File: config.mk
export PLATFORM = sky130hd
export DESIGN_NAME = hazard_unit_sb
export DESIGN_NICKNAME = d
export VERILOG_FILES = /design/src/rtl/hazard_unit_sb.sv
export SDC_FILE = /design/constraint.sdc
export NUM_CORES = 1
export LEC_CHECK = 0
export CORE_ASPECT_RATIO = 1.2
export CORE_MARGIN = 10
export CORE_UTILIZATION = 52
export DETAILED_ROUTE_END_ITERATION = 16
export PLACE_DENSITY = 0.95
export SYNTH_ARGS = -nofsm -noshare
export SYNTH_HDL_FRONTEND = slang
export SYNTH_SLANG_ARGS = --single-unit
export TNS_END_PERCENT = 1
File: constraint.sdc
create_clock -name clk -period 6.4 [get_ports clk]
set_clock_uncertainty 0.2 [all_clocks]
set_input_delay 1.92 -clock clk [delete_from_list [all_inputs] [get_ports clk]]
set_output_delay 1.92 -clock clk [all_outputs]
set_load 0.005 [all_outputs]
File: src/rtl/hazard_unit_sb.sv
`default_nettype none
// +----------------------------------------------------------------------------+
// | hazard_unit_sb : pipeline forwarding/stall control with mult/div tracking,  |
// | per-cause stall counters and a sticky stall watchdog.        Rev 1.0        |
// +----------------------------------------------------------------------------+
module hazard_unit_sb #(
  parameter int REG_W  = 5,
  parameter int MD_LAT = 4,
  parameter int CNT_W  = 16,
  parameter int WD_MAX = 8
) (
  input  logic             clk,
  input  logic             reset_n,
  input  logic [REG_W-1:0] rs_d,
  input  logic [REG_W-1:0] rt_d,
  input  logic [REG_W-1:0] rs_e,
  input  logic [REG_W-1:0] rt_e,
  input  logic [REG_W-1:0] writereg_e,
  input  logic [REG_W-1:0] writereg_m,
  input  logic [REG_W-1:0] writereg_w,
  input  logic             regwrite_e,
  input  logic             regwrite_m,
  input  logic             regwrite_w,
  input  logic             memtoreg_e,
  input  logic             memtoreg_m,
  input  logic             branch_d,
  input  logic             pcsrc_d,
  input  logic             md_start_e,
  input  logic             mfhilo_d,
  input  logic             cnt_clr,
  output logic [1:0]       forward_ae,
  output logic [1:0]       forward_be,
  output logic             forward_ad,
  output logic             forward_bd,
  output logic             stall_f,
  output logic             stall_d,
  output logic             flush_d,
  output logic             flush_e,
  output logic             md_busy,
  output logic [1:0]       stall_cause,
  output logic [CNT_W-1:0] lw_cnt,
  output logic [CNT_W-1:0] br_cnt,
  output logic [CNT_W-1:0] md_cnt,
  output logic             hang_err
);

  localparam int MD_W  = $clog2(MD_LAT + 1);
  localparam int RUN_W = $clog2(WD_MAX + 1);

  localparam logic [MD_W-1:0]  C_MD_LOAD  = MD_W'(MD_LAT);
  localparam logic [RUN_W-1:0] C_RUN_MAX  = RUN_W'(WD_MAX);
  localparam logic [RUN_W-1:0] C_RUN_LAST = RUN_W'(WD_MAX - 1);
  localparam logic [CNT_W-1:0] C_CNT_MAX  = {CNT_W{1'b1}};

  localparam logic [1:0] C_CAUSE_NONE = 2'b00;
  localparam logic [1:0] C_CAUSE_LOAD = 2'b01;
  localparam logic [1:0] C_CAUSE_BR   = 2'b10;
  localparam logic [1:0] C_CAUSE_MD   = 2'b11;

  localparam logic [1:0] C_FWD_RF = 2'b00;
  localparam logic [1:0] C_FWD_W  = 2'b01;
  localparam logic [1:0] C_FWD_M  = 2'b10;

  function automatic logic reg_match(input logic [REG_W-1:0] a,
                                     input logic [REG_W-1:0] b);
    return (a != '0) && (a == b);
  endfunction

  logic [MD_W-1:0]  r_md_cnt;
  logic [RUN_W-1:0] r_run;
  logic             r_hang;
  logic [CNT_W-1:0] r_perf [3];

  logic w_rs_d_e, w_rt_d_e, w_rs_d_m, w_rt_d_m;
  logic w_lwstall, w_brstall, w_mdstall, w_stall;
  logic [1:0] w_cause;

  assign w_rs_d_e = reg_match(rs_d, writereg_e);
  assign w_rt_d_e = reg_match(rt_d, writereg_e);
  assign w_rs_d_m = reg_match(rs_d, writereg_m);
  assign w_rt_d_m = reg_match(rt_d, writereg_m);

  always_comb begin
    forward_ae = C_FWD_RF;
    if (regwrite_m && reg_match(rs_e, writereg_m))
      forward_ae = C_FWD_M;
    else if (regwrite_w && reg_match(rs_e, writereg_w))
      forward_ae = C_FWD_W;
  end

  always_comb begin
    forward_be = C_FWD_RF;
    if (regwrite_m && reg_match(rt_e, writereg_m))
      forward_be = C_FWD_M;
    else if (regwrite_w && reg_match(rt_e, writereg_w))
      forward_be = C_FWD_W;
  end

  assign forward_ad = w_rs_d_m && regwrite_m && branch_d;
  assign forward_bd = w_rt_d_m && regwrite_m && branch_d;

  assign w_lwstall = memtoreg_e && (w_rs_d_e || w_rt_d_e);
  assign w_brstall = branch_d &&
                     ((regwrite_e && (w_rs_d_e || w_rt_d_e)) ||
                      (memtoreg_m && (w_rs_d_m || w_rt_d_m)));
  // A mult issuing this very cycle must also hold a following mfhi/mflo.
  assign w_mdstall = mfhilo_d && (md_busy || md_start_e);
  assign w_stall   = w_lwstall || w_brstall || w_mdstall;

  always_comb begin
    w_cause = C_CAUSE_NONE;
    if (w_lwstall)
      w_cause = C_CAUSE_LOAD;
    else if (w_brstall)
      w_cause = C_CAUSE_BR;
    else if (w_mdstall)
      w_cause = C_CAUSE_MD;
  end

  assign stall_f     = w_stall;
  assign stall_d     = w_stall;
  assign flush_e     = w_stall;
  assign flush_d     = pcsrc_d && !w_stall;
  assign stall_cause = w_cause;

  always_ff @(posedge clk or negedge reset_n) begin
    if (!reset_n)
      r_md_cnt <= '0;
    else if (md_start_e)
      r_md_cnt <= C_MD_LOAD;
    else if (r_md_cnt != '0)
      r_md_cnt <= r_md_cnt - 1'b1;
  end

  assign md_busy = (r_md_cnt != '0);

  // Index k counts stall cycles whose reported cause is k+1.
  for (genvar k = 0; k < 3; k++) begin : g_perf
    localparam logic [1:0] C_SEL = 2'(k + 1);
    always_ff @(posedge clk or negedge reset_n) begin
      if (!reset_n)
        r_perf[k] <= '0;
      else if (cnt_clr)
        r_perf[k] <= '0;
      else if ((w_cause == C_SEL) && (r_perf[k] != C_CNT_MAX))
        r_perf[k] <= r_perf[k] + 1'b1;
    end
  end

  assign lw_cnt = r_perf[0];
  assign br_cnt = r_perf[1];
  assign md_cnt = r_perf[2];

  always_ff @(posedge clk or negedge reset_n) begin
    if (!reset_n)
      r_run <= '0;
    else if (!w_stall)
      r_run <= '0;
    else if (r_run != C_RUN_MAX)
      r_run <= r_run + 1'b1;
  end

  // Error sets on the edge that closes the WD_MAX-th consecutive stall cycle.
  always_ff @(posedge clk or negedge reset_n) begin
    if (!reset_n)
      r_hang <= 1'b0;
    else if (w_stall && (r_run >= C_RUN_LAST))
      r_hang <= 1'b1;
  end

  assign hang_err = r_hang;

endmodule
`default_nettype wire

**Word level (Yosys, flattened, before mapping)**

Cells that the tools add are included.

- Bits in registers: 56
- Input port bits: 47
- Output and inout bits: 62
- Word-level logic and storage cells: 87

- Add/sub/neg operators: 5
- Order comparisons: 1
- Eq/ne operators: 16
- Multiplexer cells: 17
- Reductions and logical operators: 42

Operators with widths:

| cell | count |
|---|---|
| 16-bit two-way mux | 6 |
| 16-bit by 1-bit adder with 16-bit output (second input constant) | 3 |
| 16-bit != test (second input constant) | 3 |
| 5-bit equality test | 8 |
| 1-bit logical AND | 26 |
| 5-bit nonzero test | 4 |
| 2-bit two-way mux | 5 |
| 4-bit two-way mux | 2 |
| 2-bit nonzero test | 4 |
| 1-bit logical OR | 6 |
| 3-bit two-way mux | 2 |
| 4-bit by 1-bit adder with 4-bit output (second input constant) | 1 |
| 2-bit equality test (second input constant) | 2 |
| 4-bit by 3-bit >= comparator with 1-bit output (second input constant) | 1 |
| 4-bit != test (second input constant) | 1 |
| 3-bit nonzero test | 1 |
| 3-bit by 1-bit subtractor with 3-bit output (second input constant) | 1 |
| 2-bit by 1-bit equality test with 1-bit output (second input constant) | 1 |
| 1-bit two-way mux | 2 |
| 2-bit by 1-bit != test with 1-bit output (second input constant) | 1 |
| 1-bit zero test | 1 |

**Depth between registers and ports, before layout**

- Depth after elaboration: 12
- Gate-level depth with buffers: 10
- Depth with buffers taken out: 9

**Least setup slack after synthesis**

Ideal clock, no wire load.

- Path kind: input port to output port
- From: in writereg_e[3]
- To: out stall_d
- Arrival time: 3.456 ns
- Required time: 4.280 ns
- Setup slack: 0.824 ns
- Stages on the path: 9
- Buffers on the path: 2
- Path through: xor2_1 nor3_1 nand4_1 a21oi_2 nor2_1 and2_1 clkbuf_1 inv_1 buf_4

- Longest elaborated chain between the ends: 8
- Elaborated cells on any way between the ends: 11
- Classes of those cells: eq/ne: 2; reduce/logical: 9

RTL lines:

| what | RTL line | RTL |
|---|---|---|
| from (decl) | 18 | `input logic [REG_W-1:0] writereg_e,` |
| 5-bit equality test | 66 | `return (a != '0) && (a == b);` |
| 1-bit logical AND | 66 |  |
| 1-bit logical OR * | 102, 104 |  |
| 1-bit logical AND | 104 | `((regwrite_e && (w_rs_d_e \|\| w_rt_d_e)) \|\|` |
| 1-bit logical OR | 104 |  |
| 1-bit logical AND | 103 | `assign w_brstall = branch_d &&` |
| 1-bit logical OR * (2 in series) | 108 | `assign w_stall = w_lwstall \|\| w_brstall \|\| w_mdstall;` |
| to (decl) | 36 | `output logic stall_d,` |

Every way passes the cells marked *; elsewhere a longest branch is shown, timed or not.

**Final worst setup path**

- From: in rs_d[1]
- To: out flush_e

- Longest elaborated chain between the ends: 8
- Elaborated cells on any way between the ends: 14
- Classes of those cells: eq/ne: 2; reduce/logical: 12

RTL lines:

| what | RTL line | RTL |
|---|---|---|
| from (decl) | 14 | `input logic [REG_W-1:0] rs_d,` |
| 5-bit equality test or 5-bit nonzero test (tied branches) | 66 |  |
| 1-bit logical AND | 66 |  |
| 1-bit logical OR (on tied branches) | 102, 104, 105 |  |
| 1-bit logical AND (on tied branches) | 104, 105 |  |
| 1-bit logical OR | 104 |  |
| 1-bit logical AND | 103 |  |
| 1-bit logical OR * (2 in series) | 108 |  |
| to (decl) | 38 | `output logic flush_e,` |

Marks and branches as above.

==> summary.txt <==
Outcome
  – Status: complete, no violations

STA
  – Part of the cycle the worst path needs: 96.7%
  – Final setup viols: 0
  – Maximum clock frequency: ~160 MHz
  – Post-layout min period: 6.19 ns
  – RSZ-0062 raised after global routing: no
  – Hold WS: approximately 0.29 ns
  – Final slew viol count: 0
  – Setup_tns: 0 ns
  – Max-slew headroom: 29.8%
  – Worst slew pin tran: about 1.1 ns
  – Final hold vios: 0

Finish
  – Register area: between 1000 and 1500 µm²
  – Area growth syn-to-layout: 34.2%
  – Fin area: 5020 µm²
  – Commonest non-fill, non-tap cells in the layout: clkdlybuf4s50_1, dfrtp_1, nor2_1
  – Inserted Diodes: 0
  – Fillers: roughly 500
  – Fin nets: between 500 and 600
  – Leading cell type in the layout, fill and taps excluded: clkdlybuf4s50_1
  – Final std cells w/o fill: just over 600
  – Footprint of the multi-input gates: 2210 µm²
  – Share of cells above drive strength 1: 6.24%

Route
  – 1st-iter DRT viols: approximately 170
  – Routed wire per std cell: 17.3 µm
  – Vias per cell: between 5 and 6
  – Post-route ant nets: 0
  – Routed wire length: 10700 µm
  – Drt pass-1 iters: 5
  – Residual DRC count: 0
  – DR vias: approximately 3600

Global routing
  – Largest net degree at the start of global routing: 60
  – First-pass GRT wire length: around 18000 µm
  – Total grt overflow: 0
  – Initial antenna violation count: 0
  – Vias in the first global route: 3637
  – GRT Total Usage: 18.7%

Setup path
  – Reg-to-reg setup timing slack: roughly 3.7 ns
  – Cells on worst reg2reg path: 9
  – Critical path class: in2out
  – Crit path launch: rs_d[1]
  – Worst r2r src: r_md_cnt[0]$_DFFE_PN0N_
  – CP Max Fanout: 3
  – Crit. End Element: primary output
  – Crit path capture: flush_e
  – Largest stage delay on the critical path: between 0.5 and 0.6 ns
  – Slowest CP cell: clkdlybuf4s50_1
  – Worst setup SP type: input pin
  – WP data arrival: about 4.1 ns
  – Critical Path RT: approximately 4.3 ns
  – FF-to-FF End: md_cnt[11]$_DFFE_PN0P_
  – Worst path most repeated cell: clkdlybuf4s50_1
  – CP Cell Sequence: clkdlybuf4s50_1 -> xor2_1 -> nor3_1 -> nand4_1 -> a21oi_2 -> nor2_1 -> and2_1 -> inv_1 -> clkdlybuf4s50_1

Power and ir drop
  – Comb power frac: about 24%
  – Switching pwr: 0.230 mW
  – Maximum vdd ir drop: about 0.13 mV
  – PD cells: between 150 and 200 nW/µm²
  – Leakage: roughly 1.9 nW
  – Total power: ~0.83 mW
  – Sw Ratio: around 28%
  – Clock share of power: roughly 29%
  – Sequential power share: a little under half
  – Int Pwr: 0.595 mW

Placed design
  – PortBufs: between 100 and 150
  – Placed insts: between 600 and 700
  – Routability cong.: around 0.86
  – Placed Area: roughly 4900 µm²
  – HPWL after detailed placement: 8270 µm

Synthesis
  – Netlist cell types: 51
  – Yosys reg bits: between 50 and 60
  – Avg Synthesized Cell Area: 8.87 µm²
  – Ys async rst share: 100%
  – Yosys warns: 0
  – Top_reg_cell synth: dfrtp_1
  – Register area share after synthesis: ~37%
  – Mapped cell area: 3740 µm²
  – Post-synth EDFFs: 0
  – Cells after Synth: between 400 and 500
  – Synth Net Count: 476

Clocking
  – CTS tree: done
  – H-tree levels: 2
  – Clock transition at path regs: 0.10 ns
  – TritonCTS Buffers: 5
  – Clock sink total: 56
  – Root Driver: clkbuf_8
  – CTS Buffer Depth: 2
  – Skew-Pair Late Insertion Delay: just over 0.3 ns
  – # hold bufs at CTS: 0

Die
  – Die area: 11000 µm²
  – Die W: 97.4 µm
  – Die Y: approximately 110 µm
  – Initial Util: a little over half
  – I/O Pins: between 100 and 150
  – Core area: 6940 µm²
  – Site row count: 33

Hold path
  – Worst hold path type: reg2reg

Job
  – Max cap viols: 0
-- layout make-up --
type | instances | share of cell area [%]
tap | 87 | 2.17
clock buffer | 6 | 1.44
clock inverter | 2 | 0.772
inverter | 15 | 1.12
sequential | 56 | 27.9
timing repair buffer | 116 | 22.6
multi-input combinational | 334 | 44.0
-- synth_stat cells, types with 4 or more instances --
cell type | instances | area, µm²
nor3_1 | 20 | 100
nand2_1 | 27 | 101
xnor2_1 | 47 | 412
nor4_1 | 11 | 68.8
or3_1 | 8 | 50.1
mux2_1 | 9 | 101
nor3b_1 | 4 | 30.0
nand4_1 | 15 | 93.8
and3_1 | 5 | 31.3
o21ai_0 | 7 | 35.0
nand3_1 | 23 | 115
nor2_1 | 53 | 199
ha_1 | 7 | 87.6
dfrtp_1 | 56 | 1400
inv_1 | 15 | 56.3
or4_1 | 6 | 45.0
xor2_1 | 17 | 149
nor2b_1 | 10 | 62.6
a21oi_1 | 21 | 105
o31ai_1 | 6 | 45.0
clkbuf_1 | 11 | 41.3
-- state kept, by name, indices dropped and copies added, names as in the netlist --
name,flops
md_cnt,16
lw_cnt,16
r_run,4
hang_err,1
br_cnt,16
r_md_cnt,3
-- power groups by stage --
stage	clock network (mW)	logic (mW)	registers [mW]
detailed placement	0	0.202	0.396
finish	0.237	0.199	0.390
global route	0.258	0.219	0.393
floorplan	0	0.103	0.393
CTS	0.242	0.202	0.390
global placement	0	0.191	0.394
-- worst min-delay path by stage --
stage                                        from                       to  slack [ns]  cells past startpoint
after detailed placement     hang_err$_DFFE_PN0P_     hang_err$_DFFE_PN0P_        0.26                      1
final                        hang_err$_DFFE_PN0P_     hang_err$_DFFE_PN0P_        0.29                      1
after floorplan           r_md_cnt[2]$_DFFE_PN0N_  r_md_cnt[2]$_DFFE_PN0N_        0.24                      1
after global routing      r_md_cnt[2]$_DFFE_PN0N_  r_md_cnt[2]$_DFFE_PN0N_        0.30                      1
after CTS                 r_md_cnt[2]$_DFFE_PN0N_  r_md_cnt[2]$_DFFE_PN0N_        0.29                      1
after global placement       hang_err$_DFFE_PN0P_     hang_err$_DFFE_PN0P_        0.26                      1
-- logic make-up (layout without fill, tap and decap cells) --
kind of cell | Yosys count | in the layout | synth area share [%]
flip-flops | 56 | 56 | 37.5
adder cells (fa/ha/maj) | 7 | 7 | 2.34
multiplexers | 13 | 13 | 3.85
AO/OA/AOI/OAI | 46 | 46 | 7.83
AND/OR/NAND/NOR | 204 | 204 | 29.8
buffers and inverters | 32 | 139 | 3.71
XOR/XNOR | 64 | 64 | 15.0
-- what timing repair did --
item,CTS,global route
gates resized for setup,0,3
setup endpoints to repair,0,6
setup buffers,0,0
-- per-stage QoR --
| step | utilization (%) | setup slack [ns] |
|---|---|---|
| floorplan | - | 0.824 |
| global placement | 70.7 | 0.0867 |
| detailed placement | 70.7 | 0.0339 |
| CTS | 72.3 | 0.0190 |
| global route | 72.4 | 0.0443 |
| finish | 72.4 | 0.213 |
-- critical path: cells and delay by family --
family                 cells  cell delay [ns]
XOR/XNOR                   1             0.19
AND/OR/NAND/NOR            4             0.64
buffers and inverters      3             1.09
AO/OA/AOI/OAI              1             0.21
-- per-layer routing --
metal  vias to the layer above  part of all wire [%]  wire length, µm  GRT usage (%)
met2                       118                    55             5810           35.0
met5                         -                     0                0              0
li1                       1689                     -                -              -
met1                      1737                    36             3850           19.7
met4                         0                   2.8              298           6.41
met3                        25                   6.5              696           5.17
(Power assumes the default switching activity.)
